--- src/rtl/wb_arbiter_stage.sv ---
// Registered write-back stage: selects ALU/MEM/LINK data and shares the register-file write port with an aux writer.
// Optional sub-word load extraction is built only when WB_LOAD_EXT_EN is defined.
module wb_arbiter_stage #(
  parameter int DATA_WIDTH     = 32,
  parameter int REG_ADDR_WIDTH = 5,
  parameter int STARVE_LIMIT   = 4,
  localparam int LANE_W        = $clog2(DATA_WIDTH / 8)
) (
  input  logic                      clk,
  input  logic                      rst,
  input  logic                      in_valid,
  output logic                      in_ready,
  input  logic                      in_reg_write,
  input  logic [REG_ADDR_WIDTH-1:0] in_rd,
  input  logic [1:0]                in_sel,
  input  logic [1:0]                in_ld_size,
  input  logic                      in_ld_unsigned,
  input  logic [LANE_W-1:0]         in_addr_lo,
  input  logic [DATA_WIDTH-1:0]     in_alu,
  input  logic [DATA_WIDTH-1:0]     in_mem,
  input  logic [DATA_WIDTH-1:0]     in_link,
  input  logic                      aux_req,
  input  logic [REG_ADDR_WIDTH-1:0] aux_addr,
  input  logic [DATA_WIDTH-1:0]     aux_data,
  output logic                      aux_ack,
  output logic                      rf_we,
  output logic [REG_ADDR_WIDTH-1:0] rf_waddr,
  output logic [DATA_WIDTH-1:0]     rf_wdata
);

  logic                      rf_we_q, rf_we_d;
  logic [REG_ADDR_WIDTH-1:0] rf_waddr_q, rf_waddr_d;
  logic [DATA_WIDTH-1:0]     rf_wdata_q, rf_wdata_d;
  logic                      aux_ack_q, aux_ack_d;
  logic [3:0]                starve_q, starve_d;

  logic                  starve, pipe_wr, aux_pend, grant_aux;
  logic [DATA_WIDTH-1:0] mem_val, pipe_data;

`ifdef WB_LOAD_EXT_EN
  logic [DATA_WIDTH-1:0] byte_sh, half_sh;
  logic [7:0]            byte_v;
  logic [15:0]           half_v;

  always_comb begin
    byte_sh = in_mem >> {in_addr_lo, 3'b000};
    half_sh = in_mem >> {in_addr_lo >> 1, 4'b0000};
    byte_v  = byte_sh[7:0];
    half_v  = half_sh[15:0];
    case (in_ld_size)
      2'b00:   mem_val = {{(DATA_WIDTH-8){~in_ld_unsigned & byte_v[7]}}, byte_v};
      2'b01:   mem_val = {{(DATA_WIDTH-16){~in_ld_unsigned & half_v[15]}}, half_v};
      default: mem_val = in_mem;
    endcase
  end
`else
  logic unused_ld_fields;
  assign unused_ld_fields = ^{in_ld_size, in_ld_unsigned, in_addr_lo};
  assign mem_val = in_mem;
`endif

  always_comb begin
    case (in_sel)
      2'b01:   pipe_data = mem_val;
      2'b10:   pipe_data = in_link;
      default: pipe_data = in_alu;
    endcase
  end

  // Starvation throttles the pipeline for one cycle so the aux write can take the port.
  assign starve    = (starve_q == 4'(STARVE_LIMIT));
  assign in_ready  = ~starve;
  assign pipe_wr   = in_valid & in_ready & in_reg_write;
  assign aux_pend  = aux_req & ~aux_ack_q;
  assign grant_aux = aux_pend & (starve | ~pipe_wr);

  always_comb begin
    rf_we_d    = 1'b0;
    rf_waddr_d = rf_waddr_q;
    rf_wdata_d = rf_wdata_q;
    aux_ack_d  = grant_aux;
    if (grant_aux) begin
      rf_we_d    = |aux_addr;
      rf_waddr_d = aux_addr;
      rf_wdata_d = aux_data;
    end else if (pipe_wr) begin
      rf_we_d    = |in_rd;
      rf_waddr_d = in_rd;
      rf_wdata_d = pipe_data;
    end
  end

  always_comb begin
    starve_d = starve_q;
    if (!aux_req || grant_aux) begin
      starve_d = 4'd0;
    end else if (aux_pend && !starve) begin
      starve_d = starve_q + 4'd1;
    end
  end

  always_ff @(posedge clk or posedge rst) begin
    if (rst) begin
      rf_we_q    <= 1'b0;
      rf_waddr_q <= '0;
      rf_wdata_q <= '0;
      aux_ack_q  <= 1'b0;
      starve_q   <= 4'd0;
    end else begin
      rf_we_q    <= rf_we_d;
      rf_waddr_q <= rf_waddr_d;
      rf_wdata_q <= rf_wdata_d;
      aux_ack_q  <= aux_ack_d;
      starve_q   <= starve_d;
    end
  end

  assign rf_we    = rf_we_q;
  assign rf_waddr = rf_waddr_q;
  assign rf_wdata = rf_wdata_q;
  assign aux_ack  = aux_ack_q;

endmodule

--- config.mk ---
export PLATFORM = sky130hd
export DESIGN_NAME = wb_arbiter_stage
export DESIGN_NICKNAME = d
export VERILOG_FILES = /design/src/rtl/wb_arbiter_stage.sv
export SDC_FILE = /design/constraint.sdc
export NUM_CORES = 1
export LEC_CHECK = 0
export ABC_AREA = 1
export BUFFER_PORTS_ARGS = -buffer_cell sky130_fd_sc_hd__buf_2
export CORE_AREA = 2 2 84 86
export CTS_CLUSTER_SIZE = 30
export DETAILED_ROUTE_END_ITERATION = 10
export DIE_AREA = 0 0 86 88
export PLACE_DENSITY_LB_ADDON = 0.05
export SYNTH_ARGS = -nofsm -noshare
export SYNTH_HDL_FRONTEND = slang
export SYNTH_SLANG_ARGS = --single-unit
--- constraint.sdc ---
create_clock -name clk -period 2.4 [get_ports clk]
set_input_delay 0.48 -clock clk [delete_from_list [all_inputs] [get_ports clk]]
set_output_delay 0.48 -clock clk [all_outputs]
set_load 0.01 [all_outputs]
# Word level (Yosys, flattened, before mapping)
# Cells that the tools add are included.
[op_classes]
add_sub_neg = 1
n_eq_ne = 3
n_mux = 9
bitwise_logic = 8
reduce_logical = 8
[op_table]
columns = ["op", "n"]
rows = [
  ["$mux W32", 2],
  ["$pmux W32 S2", 1],
  ["$mux W5", 2],
  ["$reduce_or A5 Y1", 2],
  ["$mux W4", 2],
  ["$add A4 B1 Y4 const B", 1],
  ["$and A1 B1 Y1", 4],
  ["$eq A4 B3 Y1 const B", 1],
  ["$reduce_bool A2 Y1", 2],
  ["$not A1 Y1", 3],
  ["$eq A2 B1 Y1 const B", 1],
  ["$eq A2 B2 Y1 const B", 1],
  ["$logic_not A1 Y1", 2],
  ["$mux W1", 2],
  ["$logic_and A1 B1 Y1", 1],
  ["$logic_or A1 B1 Y1", 1],
  ["$or A1 B1 Y1", 1],
]
[totals]
reg_bits = 43
in_bits = 150
output_inout_bits = 40
word_cells = 34

# Depth between registers and ports, before layout
# Gate-level depths: netlist of the first run.
[depth]
word_depth = 9
mapped_depth = 9
ltp_nobuf = 8

# Worst setup path after synthesis of the first run
# OpenSTA, ideal clock, no wires.
[synth_timing]
path_kind = "in2reg"
start = "in in_sel[0]"
end = "reg rf_wdata_q[11], in the netlist rf_wdata[11]"
setup_time_ns = 0.124
arrival_time_ns = 1.403
t_required_ns = 2.276
setup_slack_ns = 0.873
path_stages = 7
n_path_buf = 1
path_cell_list = "inv_1 ha_1 inv_2 buf_1 nand3_1 nand2_1 nand3_1"
[synth_between]
elab_chain_cells = 4
word_cells_on_any_way = 5
cone_classes = "eq/ne: 2; mux: 3"
[synth_lines]
columns = ["element", "line", "source"]
rows = [
  ["start, declared", "15", "input logic [1:0] in_sel,"],
  ["$eq A2 B2 Y1 or $eq A2 B1 Y1 (tied branches)", "63", "case (in_sel)"],
  ["$pmux W32 S2 (*)", "63", ""],
  ["$mux W32 (*)", "86", "end else if (pipe_wr) begin"],
  ["$mux W32 (*)", "82", "if (grant_aux) begin"],
  ["end signal, assigned", "112", "rf_wdata_q <= rf_wdata_d;"],
  ["end, declared", "33", "logic [DATA_WIDTH-1:0] rf_wdata_q, rf_wdata_d;"],
]
# Mark *: on every way between the ends. The rest lies on a longest branch, timed or not. The select of a mux whose other input is x is not followed.
# A chain may end at the register's enable or synchronous reset.

# Worst setup path in the final report of the first run
[layout_timing]
start = "in in_sel[1]"
end = "reg rf_wdata_q[13], in the netlist rf_wdata[13]"
# Same word-level chain as after synthesis.

==> summary.txt, run 1 <==
Post-synthesis area per instance: 6.280 µm²
Register Area: 0.001076 mm²
Die area: 0.007568 mm²
Initial DRC count: 173
Vias: 3533
Multi-input gate area: 0.001593 mm²
Fraction of registers with async set/reset: 100.0%
Layout Nets: 790
Buffer count from post-CTS setup fixing: 0
Setup_tns: 0 ns
Gpl congestion: 0.8427
Clk_lat worst skew: 0.30 ns
Die width: 86 µm
Fill cells: 699
Critical path capture point type: flop
Net Count, Synth: 623
Vias per cell: 4.927
Hold_buf cts: 0
Routed WL: 9.077 mm
CP required: 2.64 ns
Final setup fails: 0
Post-synthesis sequential area ratio: 36.53%
Share of the synthesized area in the top cell type: 36.53%
Synth Warn #: 0
Slew Viols, Final: 0
Wire length of the first global-routing pass: 14.35 mm
Fraction of layout cells with a size suffix above 1: 32.50%
Clk_skew: 0.02043 ns
Fmax achieved: 547.1 MHz
Remaining Overflow, GRT: 0
Unrepaired setup endpoints after global routing: no
Most frequent cells after synthesis: nand2_1 (193), nand3_1 (106), dfrtp_1 (43)
Post-route ant nets: 0
CP Max Fanout: 32
Synth area leader: dfrtp_1
Die height: 88 µm
Core Util, Final: 60.17%
Static leakage: 2.305 nW
Startpoint Class: primary input
Max-cap violations: 0
Initial Utilization: 44.33%
I/O Pins: 190
CTS Root Cell: clkbuf_8
Hpwl dp: 6.703 mm
Initial antenna violation count: 1
# DRC: 0
TritonCTS buffer count: 5
Worst hold-check path type: in -> async
Vias in the first global route: 3225
Post-synth EDFFs: 0
Period minus WS final: 1.828 ns
Status: completed
CTS tree: yes
Ant. Diodes: 0
Area growth syn-to-layout: 35.73%
Worst slew pin tran: 1.176 ns
TritonRoute pass-1 iters: 4
Largest net degree at the start of global routing: 58
VDD IR max: 0.2279 mV
Max_slew headroom: 21.58%
PwrDens: 503.4 mW/mm²
Top-count cell post-synth: nand2_1
Count of cell types in the netlist: 20
CTS clk-pin slew, worst paths: 0.10 ns
Clock Sinks: 43
Final hold violation count: 0
Worst EP arrival: 2.07 ns
Ratio of final minimum period to clock period: 76.16%
Wirelength per Cell: 12.66 µm
Bufs on Longest Clock Path: 2
H-Tree Depth: 2
Total Routing Usage GR: 23.52%
Placeable Area: 0.006644 mm²
Synth area leaders: dfrtp_1 (37%), nand2_1 (25%), nand3_1 (18%), nor2_1 (4.2%), inv_1 (3.6%)
Synthesized area: 0.002945 mm²
Post-cts gate resize count: 0
Input/output buffers: 184
Top_reg_cell synth: dfrtp_1
Synthesis-stage register bit count: 43
Gate Count Post-Synth: 469
CP Class: in -> reg
Core Rows: 30
[cell usage in the layout, fill, tap and decap left out]
cell        count
clkbuf_8        5
o21ai_0        19
dfrtp_1        43
o21ai_1         3
buf_4           3
nor3_1          1
buf_2         184
buf_12          4
nand3_2         1
nor2_2          2
inv_2           3
ha_1            4
inv_6           1
nand2_2         1
nor2_1         33
xor2_1          1
clkinvlp_4      2
inv_1          27
nand3_1       106
nor2_4          1
nand2_1       193
[state kept, by name, summed over array words and instances, names as in the netlist]
register / cells
aux_ack: 1
rf_waddr: 5
rf_wdata: 32
rf_we: 1
starve_q: 4
[worst max-delay path: stages]
cell and delay [ns]:
buf_2 0.10, inv_1 0.06, ha_1 0.93, nand2_1 0.14, nand2_1 0.10, nand2_1 0.06
nand3_1 0.08, nand2_1 0.05, nand2_1 0.05
[final timing paths]
kind,from,to,slack (ns),cells past startpoint
min reg2reg,rf_wdata[28],rf_wdata[28],0.50,2
min in group clk,in_rd[1],rf_waddr[1],0.41,3
max in group asynchronous,rst,rf_wdata[29],1.54,3
max reg2reg,starve_q[0],rf_wdata[22],0.72,8
max,in_sel[1],rf_wdata[13],0.57,9
min,rst,rf_wdata[7],0.17,2
[cell type report]
class                   instances  share of cell area (%)
inverters                      30                   2.817
multi-input cells             365                   39.84
flip-flops and latches         43                   26.92
clock inverters                 3                  0.5947
clock buffers                   5                   1.721
well taps                      80                   2.504
repair buffers                191                   25.60
[per-stage QoR]
| step | total power [mW] | cells | hold slack, ns | area, µm² | worst slack (ns) |
|---|---|---|---|---|---|
| after floorplan | 1.243 | 469 | 0.5400 | 2945 | 0.8732 |
| after global placement | 1.533 | 709 | 0.4853 | 3905 | 0.3158 |
| after detailed placement | 1.545 | 709 | 0.4885 | 3905 | 0.2431 |
| after CTS | 2.030 | 717 | 0.1838 | 3998 | 0.5538 |
| after global routing | 2.137 | 717 | 0.2044 | 3998 | 0.3267 |
| final | 2.012 | 717 | 0.1685 | 3998 | 0.5721 |
[metal layers]
metal	up-vias	track usage (%)	part of all wire [%]
met2	120	40.80	49
met1	1579	29.18	42
met3	18	4.901	6.6
met4	0	7.937	2.1
met5	-	0	0
li1	1816	-	-
[power breakdown]
part / internal (mW) / total (mW) / leakage, nW / switching (mW)
clock network: 0.209 / 0.487 / 0.0408 / 0.278
logic: 0.285 / 0.654 / 1.74 / 0.369
registers: 0.821 / 0.872 / 0.525 / 0.0512
total: 1.31 / 2.01 / 2.31 / 0.698
[cells by family after synthesis]
family,count (synthesis),synth area share (%)
AOI/OAI and AO/OA,22,3.738
DFF,43,36.53
buffers and inverters,61,9.388
adders and majority gates,4,1.699
xor gates and xnor gates,1,0.2974
and+or+nand+nor,338,48.34
No activity file was read; power rests on OpenSTA's default activity.
==> run 2, diff against run 1 <==
--- a/config.mk
+++ b/config.mk
@@ -7,10 +7,10 @@
 export LEC_CHECK = 0
 export ABC_AREA = 1
 export BUFFER_PORTS_ARGS = -buffer_cell sky130_fd_sc_hd__buf_2
-export CORE_AREA = 2 2 84 86
+export CORE_AREA = 2 2 90 92
 export CTS_CLUSTER_SIZE = 30
 export DETAILED_ROUTE_END_ITERATION = 10
-export DIE_AREA = 0 0 86 88
+export DIE_AREA = 0 0 92 94
 export PLACE_DENSITY_LB_ADDON = 0.05
 export SYNTH_ARGS = -nofsm -noshare
 export SYNTH_HDL_FRONTEND = slang
==> constraint.sdc (replaced) <==
create_clock -name clk -period 1.6 [get_ports clk]
set_input_delay 0.32 -clock clk [delete_from_list [all_inputs] [get_ports clk]]
set_output_delay 0.32 -clock clk [all_outputs]
set_load 0.01 [all_outputs]
==> summary.txt, run 2 (synthesis gave the netlist of run 1 again) <==
Bufs on Longest Clock Path: 2 (unchanged)
VDD IR max: 0.3081 mV (was 0.2279 mV)
Gpl congestion: 0.8189 (was 0.8427)
Worst hold-check path type: in -> async (unchanged)
CP required: 1.28 ns (was 2.64 ns)
Max_slew headroom: 78.49% (was 21.58%)
PwrDens: 731.5 mW/mm² (was 503.4 mW/mm²)
CTS tree: yes (unchanged)
Total Routing Usage GR: 21.28% (was 23.52%)
Startpoint Class: flop (was primary input)
Core Rows: 32 (was 30)
Ratio of final minimum period to clock period: 95.32%
Worst slew pin tran: 0.3227 ns (was 1.176 ns)
Max FFs per register: 32 (unchanged)
Initial DRC count: 84 (was 173)
Unrepaired setup endpoints after global routing: yes (was no)
Final worst slack: 0.07492 ns (was 0.5721 ns)
Area growth syn-to-layout: 40.27% (was 35.73%)
Most frequent cells in the layout: nand2_1 (193), buf_2 (183), nand3_1 (106) (was nand2_1 (193), buf_2 (184), nand3_1 (106))
Setup_tns: 0 ns (unchanged)
Fill cells: 794 (was 699)
Largest net degree at the start of global routing: 46 (was 58)
Remaining Overflow, GRT: 0 (unchanged)
Die width: 92 µm (was 86 µm)
H-Tree Depth: 2 (unchanged)
Vias per cell: 4.836 (was 4.927)
Most common cell after layout, fill and taps aside: nand2_1 (unchanged)
Clock Sinks: 43 (unchanged)
Clk_lat worst skew: 0.29 ns (was 0.30 ns)
Status: completed (unchanged)
CP Class: reg -> out (was in -> reg)
Wire length of the first global-routing pass: 15.00 mm (was 14.35 mm)
CTS clk-pin slew, worst paths: 0.09 ns (was 0.10 ns)
Wirelength per Cell: 12.36 µm (was 12.66 µm)
Placeable Area: 0.007607 mm² (was 0.006644 mm²)
Die height: 94 µm (was 88 µm)
Hpwl dp: 6.714 mm (was 6.703 mm)
Clk_skew: 0.009241 ns (was 0.02043 ns)
Static leakage: 2.362 nW (was 2.305 nW)
Vias: 3603 (was 3533)
I/O Pins: 190 (unchanged)
Max-cap violations: 0 (unchanged)
Period minus WS final: 1.525 ns
Initial antenna violation count: 0 (was 1)
Fmax achieved: 655.7 MHz
TritonRoute pass-1 iters: 5 (was 4)
Inst Count DP: 737 (was 709)
TritonCTS buffer count: 5 (unchanged)
Final setup fails: 0 (unchanged)
Layout Nets: 797 (was 790)
Pre-CTS setup slack: 0.05181 ns (was 0.2431 ns)
Slew Viols, Final: 0 (unchanged)
Fraction of layout cells with a size suffix above 1: 33.44% (was 32.50%)
CTS Root Cell: clkbuf_8 (unchanged)
Worst EP arrival: 1.21 ns (was 2.07 ns)
# DRC: 0 (unchanged)
Die area: 0.008648 mm² (was 0.007568 mm²)
Ant. Diodes: 0 (unchanged)
Final hold violation count: 0 (unchanged)
Initial Utilization: 38.72% (was 44.33%)
Critical path capture point type: primary output (was flop)
Finished Layout Cells: 745 (was 717)
Vias in the first global route: 3302 (was 3225)
Routed WL: 9.209 mm (was 9.077 mm)
Input/output buffers: 184 (unchanged)
CP Max Fanout: 3 (was 32)
Post-route ant nets: 0 (unchanged)
-- run 2: layer usage --
metal | wire, µm | up-vias | part of all wire, % | track usage, %
li1 | - | 1832 | - | -
met1 | 3954 | 1621 | 43 | 26.17
met2 | 4437 | 141 | 48 | 38.36
met3 | 712 | 9 | 7.7 | 4.414
met4 | 104 | 0 | 1.1 | 4.851
met5 | 0 | - | 0 | 0
-- run 2: worst paths after layout --
kind	to	slack [ns]	cells after the start	start
setup / recovery	in_ready	0.07	4	starve_q[1]
hold / removal	rf_wdata[18]	0.04	3	rst
setup reg to reg	rf_wdata[26]	0.12	8	starve_q[1]
hold reg to reg	rf_wdata[9]	0.50	2	rf_wdata[9]
max in group asynchronous	rf_wdata[13]	1.28	3	rst
min in group clk	rf_waddr[0]	0.27	3	in_rd[0]
-- run 2: area by class of cell --
class                   count  area, µm²  area share [%]
flip-flops and latches     43       1076           26.04
inverters                  30      112.6           2.726
clock inverters             1      5.005          0.1211
well taps                 102      127.6           3.089
clock buffers               6      82.58           1.999
repair buffers            198       1120           27.10
multi-input cells         365       1608           38.92
-- run 2: metrics by stage --
stage | util, % | power [mW] | hold WS (ns) | instance area, µm²
global placement | 52.78 | 2.332 | 0.3629 | 4015
detailed placement | 52.78 | 2.345 | 0.3649 | 4015
finish | 54.31 | 3.022 | 0.03943 | 4131
CTS | 53.93 | 3.066 | 0.03881 | 4103
floorplan | - | 1.865 | 0.4530 | 2945
global route | 54.31 | 3.246 | 0.05324 | 4131
-- run 2: what timing repair did --
item                                    in CTS  in global routing
endpoints found under the setup margin       0                 42
buffers inserted                             0                  1
gates resized for setup                      0                  5
hold buffers                                 0                  0
-- run 2: critical path: stages (launching register included) --
cell and delay, ns:
dfrtp_1 0.40, inv_1 0.08, ha_2 0.20, nand3_4 0.10, buf_6 0.14
-- run 2: where the power goes --
group          switching [mW]  internal (mW)  leakage [nW]
Sequential             0.0759           1.23         0.525
Combinational           0.561          0.450          1.79
Clock                   0.364          0.339        0.0470
Total                    1.00           2.02          2.36
